### config.mk
export PLATFORM = sky130hd
export DESIGN_NAME = lcd_refresh_spi
export DESIGN_NICKNAME = d
export VERILOG_FILES = /design/src/rtl/lcd_pkg.sv /design/src/rtl/spi_byte_tx.sv /design/src/rtl/lcd_refresh_spi.sv
export SDC_FILE = /design/constraint.sdc
export NUM_CORES = 1
export LEC_CHECK = 0
export CAP_MARGIN = 20
export CORE_MARGIN = 2
export CORE_UTILIZATION = 49
export CTS_BUF_LIST = sky130_fd_sc_hd__clkbuf_8 sky130_fd_sc_hd__clkbuf_16
export CTS_CLUSTER_DIAMETER = 50
export DETAILED_ROUTE_END_ITERATION = 10
export PLACE_DENSITY = 0.76
export SLEW_MARGIN = 10
export SYNTH_ARGS = -nofsm -noshare
export SYNTH_HDL_FRONTEND = slang
export SYNTH_SLANG_ARGS = --single-unit
### constraint.sdc
create_clock -name sys_clk -period 2 [get_ports sys_clk]
set_input_delay 0.5 -clock sys_clk [delete_from_list [all_inputs] [get_ports sys_clk]]
set_output_delay 0.5 -clock sys_clk [all_outputs]
set_load 0.05 [all_outputs]
### src/rtl/lcd_pkg.sv
// Shared LCD geometry, ST7565 command bytes, state encoding and the frame RAM address map.
package lcd_pkg;

   localparam int unsigned LCD_PAGES = 8;
   localparam int unsigned LCD_COLS  = 128;
   localparam int unsigned PAGE_W    = 3;
   localparam int unsigned COL_W     = 7;
   localparam int unsigned ADDR_W    = 10;

   localparam logic [7:0] CMD_SET_PAGE = 8'hB0;
   localparam logic [7:0] CMD_COL_HI   = 8'h10;
   localparam logic [7:0] CMD_COL_LO   = 8'h00;

   typedef enum logic [2:0] {
      ST_IDLE,
      ST_CMD,
      ST_RD_REQ,
      ST_RD_WAIT,
      ST_SHIFT,
      ST_NEXT,
      ST_DONE
   } lcd_state_e;

   // Page bits straddle the column so RAM writers and this reader agree on one layout.
   function automatic logic [ADDR_W-1:0] lcd_addr(input logic [PAGE_W-1:0] page,
                                                  input logic [COL_W-1:0]  col);
      return {page[2:1], col, page[0]};
   endfunction

endpackage

### src/rtl/spi_byte_tx.sv
// SPI mode-0 byte shifter, MSB first; done_c marks the clock edge on which the last sclk falls.
module spi_byte_tx #(
   parameter int unsigned CLK_DIV = 4
) (
   input  logic       clk,
   input  logic       rst_n,
   input  logic       load,
   input  logic [7:0] data,
   output logic       sclk,
   output logic       mosi,
   output logic       done_c
);

   localparam int unsigned DIV_W = $clog2(CLK_DIV) + 1;

   logic             active;
   logic [DIV_W-1:0] div_cnt;
   logic [2:0]       bit_cnt;
   logic [6:0]       sh;
   logic             phase_end_c;

   assign phase_end_c = active && (div_cnt == DIV_W'(CLK_DIV - 1));
   assign done_c      = phase_end_c && sclk && (bit_cnt == 3'd7);

   // mosi only moves on load or together with the falling sclk edge
   always_ff @(posedge clk) begin
      if (!rst_n) begin
         active  <= 1'b0;
         div_cnt <= '0;
         bit_cnt <= '0;
         sh      <= '0;
         sclk    <= 1'b0;
         mosi    <= 1'b0;
      end else if (load) begin
         active  <= 1'b1;
         div_cnt <= '0;
         bit_cnt <= '0;
         sh      <= data[6:0];
         sclk    <= 1'b0;
         mosi    <= data[7];
      end else if (active) begin
         if (phase_end_c) begin
            div_cnt <= '0;
            if (!sclk) begin
               sclk <= 1'b1;
            end else begin
               sclk <= 1'b0;
               if (bit_cnt == 3'd7) begin
                  active <= 1'b0;
               end else begin
                  bit_cnt <= bit_cnt + 3'd1;
                  mosi    <= sh[6];
                  sh      <= {sh[5:0], 1'b0};
               end
            end
         end else begin
            div_cnt <= div_cnt + DIV_W'(1);
         end
      end
   end

endmodule

### src/rtl/lcd_refresh_spi.sv
// Streams the 128x64 frame RAM to an ST7565-class LCD: per page three command bytes, then all columns.
module lcd_refresh_spi
   import lcd_pkg::*;
#(
   parameter int unsigned CLK_DIV = 4,
   parameter int unsigned PAGES   = LCD_PAGES,
   parameter int unsigned COLS    = LCD_COLS
) (
   input  logic              sys_clk,
   input  logic              sys_rst_n,
   input  logic              start,
   output logic              busy,
   output logic              frame_done,
   output logic [ADDR_W-1:0] ram_addr_r,
   input  logic [7:0]        ram_data_r,
   output logic              lcd_cs_n,
   output logic              lcd_sclk,
   output logic              lcd_mosi,
   output logic              lcd_dc
);

   lcd_state_e        state_q, state_d;
   logic [PAGE_W-1:0] page_q, page_d;
   logic [COL_W-1:0]  col_q, col_d;
   logic [1:0]        cmd_idx_q, cmd_idx_d;   // 0..2 command bytes, 3 = data phase of the page
   logic [ADDR_W-1:0] addr_d;
   logic              dc_d, cs_n_d, busy_d, frame_done_d;
   logic              load_c, tx_done_c;
   logic [7:0]        tx_byte_c, cmd_byte_c;

   spi_byte_tx #(.CLK_DIV(CLK_DIV)) u_tx (
      .clk    (sys_clk),
      .rst_n  (sys_rst_n),
      .load   (load_c),
      .data   (tx_byte_c),
      .sclk   (lcd_sclk),
      .mosi   (lcd_mosi),
      .done_c (tx_done_c)
   );

   always_ff @(posedge sys_clk) begin
      if (!sys_rst_n) begin
         state_q    <= ST_IDLE;
         page_q     <= '0;
         col_q      <= '0;
         cmd_idx_q  <= '0;
         ram_addr_r <= '0;
         lcd_dc     <= 1'b0;
         lcd_cs_n   <= 1'b1;
         busy       <= 1'b0;
         frame_done <= 1'b0;
      end else begin
         state_q    <= state_d;
         page_q     <= page_d;
         col_q      <= col_d;
         cmd_idx_q  <= cmd_idx_d;
         ram_addr_r <= addr_d;
         lcd_dc     <= dc_d;
         lcd_cs_n   <= cs_n_d;
         busy       <= busy_d;
         frame_done <= frame_done_d;
      end
   end

   always_comb begin
      cmd_byte_c = CMD_COL_LO;
      case (cmd_idx_q)
         2'd0:    cmd_byte_c = CMD_SET_PAGE | 8'(page_q);
         2'd1:    cmd_byte_c = CMD_COL_HI;
         default: cmd_byte_c = CMD_COL_LO;
      endcase
   end

   // Next state, counters and next values of the registered outputs
   always_comb begin
      state_d      = state_q;
      page_d       = page_q;
      col_d        = col_q;
      cmd_idx_d    = cmd_idx_q;
      addr_d       = ram_addr_r;
      dc_d         = lcd_dc;
      cs_n_d       = lcd_cs_n;
      busy_d       = busy;
      frame_done_d = 1'b0;
      load_c       = 1'b0;
      tx_byte_c    = cmd_byte_c;

      case (state_q)
         ST_IDLE: begin
            if (start) begin
               state_d   = ST_CMD;
               cs_n_d    = 1'b0;
               busy_d    = 1'b1;
               page_d    = '0;
               col_d     = '0;
               cmd_idx_d = '0;
            end
         end
         ST_CMD: begin
            load_c  = 1'b1;
            dc_d    = 1'b0;
            state_d = ST_SHIFT;
         end
         ST_RD_REQ: begin
            state_d = ST_RD_WAIT;
         end
         ST_RD_WAIT: begin
            load_c    = 1'b1;
            tx_byte_c = ram_data_r;
            dc_d      = 1'b1;
            state_d   = ST_SHIFT;
         end
         ST_SHIFT: begin
            if (tx_done_c) state_d = ST_NEXT;
         end
         ST_NEXT: begin
            if (cmd_idx_q < 2'd2) begin
               cmd_idx_d = cmd_idx_q + 2'd1;
               state_d   = ST_CMD;
            end else if (cmd_idx_q == 2'd2) begin
               cmd_idx_d = 2'd3;
               col_d     = '0;
               addr_d    = lcd_addr(page_q, '0);
               state_d   = ST_RD_REQ;
            end else if (col_q != COL_W'(COLS - 1)) begin
               col_d   = col_q + COL_W'(1);
               addr_d  = lcd_addr(page_q, col_q + COL_W'(1));
               state_d = ST_RD_REQ;
            end else if (page_q != PAGE_W'(PAGES - 1)) begin
               page_d    = page_q + PAGE_W'(1);
               col_d     = '0;
               cmd_idx_d = '0;
               state_d   = ST_CMD;
            end else begin
               cs_n_d       = 1'b1;
               busy_d       = 1'b0;
               frame_done_d = 1'b1;
               state_d      = ST_DONE;
            end
         end
         ST_DONE: begin
            state_d = ST_IDLE;
         end
         default: begin
            state_d = ST_IDLE;
         end
      endcase
   end

endmodule
==> key figures <==
Outcome
  – Status: finished clean

Synthesis
  – Largest cells by area after synthesis: dfxtp_1, mux2i_1, ha_1, a21oi_1, nand2_1
  – Syn_nets: 274
  – Most frequent cell after synthesis: dfxtp_1
  – Syn_area_per_cell: 9.012 µm²
  – Library cells used by synthesis: 57
  – Synthesized area: 2271 µm²
  – Synth area leader: dfxtp_1
  – Asr flop ratio synth: 0%
  – EDFF count, synth: 0
  – Post-synth top area share: 39.67%
  – Top_reg_cell synth: dfxtp_1
  – Yosys Warn Count: 0
  – Most instantiated cells after synthesis: dfxtp_1, a21oi_1, nand2_1, nor2_1, mux2i_1
  – Yosys reg bits: 45
  – Sequential area share after synthesis: 39.67%
  – Mapped Cells: 252

Route
  – Drt total wl: 4805 µm
  – Detail Route Antenna Nets: 0
  – Starting DRC count in detailed routing: 153
  – Drt pass-1 iters: 4
  – DRC: 0
  – Via count: 1949
  – Routed len/inst: 14.26 µm
  – Vias per cell: 5.783

Setup path
  – Critical path buffers and inverters: 1
  – CP arrival: 1.44 ns
  – Critical path origin: lcd_cs_n
  – Crit-path max FO: 2
  – Crit path capture type: primary output
  – Req. time, crit path: 1.50 ns
  – CP Launch Type: flip-flop
  – CP top delay family: buffers and inverters
  – Worst path max stage delay: 0.81 ns
  – Critical-path cell list: clkdlybuf4s50_1
  – Worst path depth: 1
  – Crit Path Category: flip-flop to primary output
  – FF-to-FF path depth: 6
  – Slowest CP cell: clkdlybuf4s50_1
  – Reg-to-reg startpoint: cmd_idx_q[0]

GRT
  – Met2 Usage GRT: 31.40%
  – Largest net degree at the start of global routing: 20
  – GRT Overall Usage: 19.63%
  – Busiest grt layer: met2
  – Number of global-route vias before repair: 1795
  – First-pass GRT wire length: 8211 µm
  – GR Layer Usage met1: 26.94%
  – Antenna violations before repair: 0
  – Met3 global-route usage: 3.611%
  – Total grt overflow: 0

Floorplan
  – Number of top-level pins: 27
  – Row Count: 24
  – Die X: 72.08 µm
  – Initial Util: 51.45%
  – Die Span Y: 72.08 µm
  – Core ar.: 4414 µm²
  – Area of the die: 5195 µm²

STA
  – Final Setup Violations: 0
  – Final max-slew violation count: 0
  – Slew @ Worst Pin: 0.5003 ns
  – Unrepaired setup endpoints after global routing: false
  – Worst hold slack: 0.4512 ns
  – Clk_skew: 0.007054 ns
  – Slew Limit Headroom: 66.54%
  – Clock period minus final worst setup slack: 1.944 ns
  – Final hold vios: 0
  – Fmax: 514.5 MHz
  – Period utilization: 97.18%
  – Final WS setup: 0.05649 ns

Clock network
  – TritonCTS buffer count: 5
  – CTS tree: yes
  – Clk Latency, worst-skew pair: 0.30 ns
  – CTS root buffer: clkbuf_8
  – Clk sinks: 45
  – CTS clock-pin slew for the worst setup and hold paths: 0.09 ns
  – Clock tree buffer depth: 2
  – CTS H-Tree Depth: 2

Placement
  – Final Wtd Congestion: 0.7864
  – Worst slack at placement: -0.1120 ns
  – IO buf count: 26
  – Post-DP HPWL: 3383 µm

Pwr
  – Power, Total: 1.926 mW
  – Leakage Power: 1.047 nW
  – VDD IR max: 0.3900 mV
  – Cell Pwr Density: 697.9 nW/µm²

Job
  – MaxCap Viol Count: 0

Layout
  – Final Net Count: 306
  – Share of cells above drive strength 1: 15.79%
  – Area Overhead vs Synth: 21.54%
  – # diodes: 0

Hold path
  – Min-delay worst type: flip-flop to flip-flop
  – Hold Startpoint: u_tx.div_cnt[2]
  – Hold Path Stages: 2
## sequential cells by signal (all words and copies together) (netlist names), 2 cells and up
| register | flops |
|---|---|
| ram_addr_r | 10 |
| col_q | 7 |
| u_tx.sh | 7 |
| page_q | 3 |
| state_q | 3 |
| u_tx.bit_cnt | 3 |
| u_tx.div_cnt | 3 |
| cmd_idx_q | 2 |
## cells by family after synthesis
logic type / count (synthesis) / synth area share [%]
fa+ha+maj: 11 / 6.061
compound gates: 59 / 17.30
buf+inv: 23 / 4.959
mux: 17 / 7.548
xor+xnor: 7 / 2.700
simple gates: 90 / 21.76
flops: 45 / 39.67
## path summary, 6_finish.rpt
path,to,slack (ns)
worst max-delay path,lcd_cs_n,0.06
worst min-delay path,u_tx.div_cnt[2],0.45
worst max register to register,page_q[0],0.18
worst min register to register,u_tx.div_cnt[2],0.45
## layout by cell type (no fill, tap or decap), types with 5 or more instances in the layout
master	instances
a21oi_1	20
ha_1	10
nand2_1	20
xnor2_1	5
buf_4	22
clkdlybuf4s50_1	19
o21ai_0	10
nor2_1	18
mux2i_1	16
nand4_1	6
dfxtp_1	44
clkbuf_8	5
or3_1	5
inv_1	6
nand3_1	11
## per-layer routing
| layer | vias up | part of all wire [%] | wire (µm) |
|---|---|---|---|
| li1 | 980 | - | - |
| met1 | 908 | 48 | 2298 |
| met2 | 57 | 46 | 2234 |
| met3 | 4 | 4.9 | 236 |
| met4 | 0 | 0.75 | 36 |
| met5 | - | 0 | 0 |
## final cells by class
cell class,instances,area [µm²]
clock buffer,5,68.82
multi-input combinational,184,1261
tap,52,65.06
inverter,6,22.52
clock inverter,3,65.06
fill,374,1654
timing repair buffer,42,375.4
sequential,45,902.1
## report_power, final
group | total, mW | switching, mW | internal [mW]
clock network | 0.806 | 0.309 | 0.496
logic | 0.178 | 0.101 | 0.0767
registers | 0.943 | 0.0226 | 0.920
## timing repair
action / 4_1_cts / 5_1_grt
buffers inserted: 0 / 0
hold buffers: 0 / 0
gates resized for setup: 0 / 3
endpoints found under the setup margin: 0 / 9
## metrics by stage
| stage | util [%] | TNS [ns] | area [µm²] | instances |
|---|---|---|---|---|
| after floorplan | - | 0 | 2271 | 252 |
| after global placement | 59.38 | -0.2982 | 2621 | 329 |
| after detailed placement | 59.38 | -0.3786 | 2621 | 329 |
| after CTS | 62.42 | 0 | 2755 | 337 |
| after global routing | 62.53 | 0 | 2760 | 337 |
| final | 62.53 | 0 | 2760 | 337 |
Power figures use the tool's default switching activity.
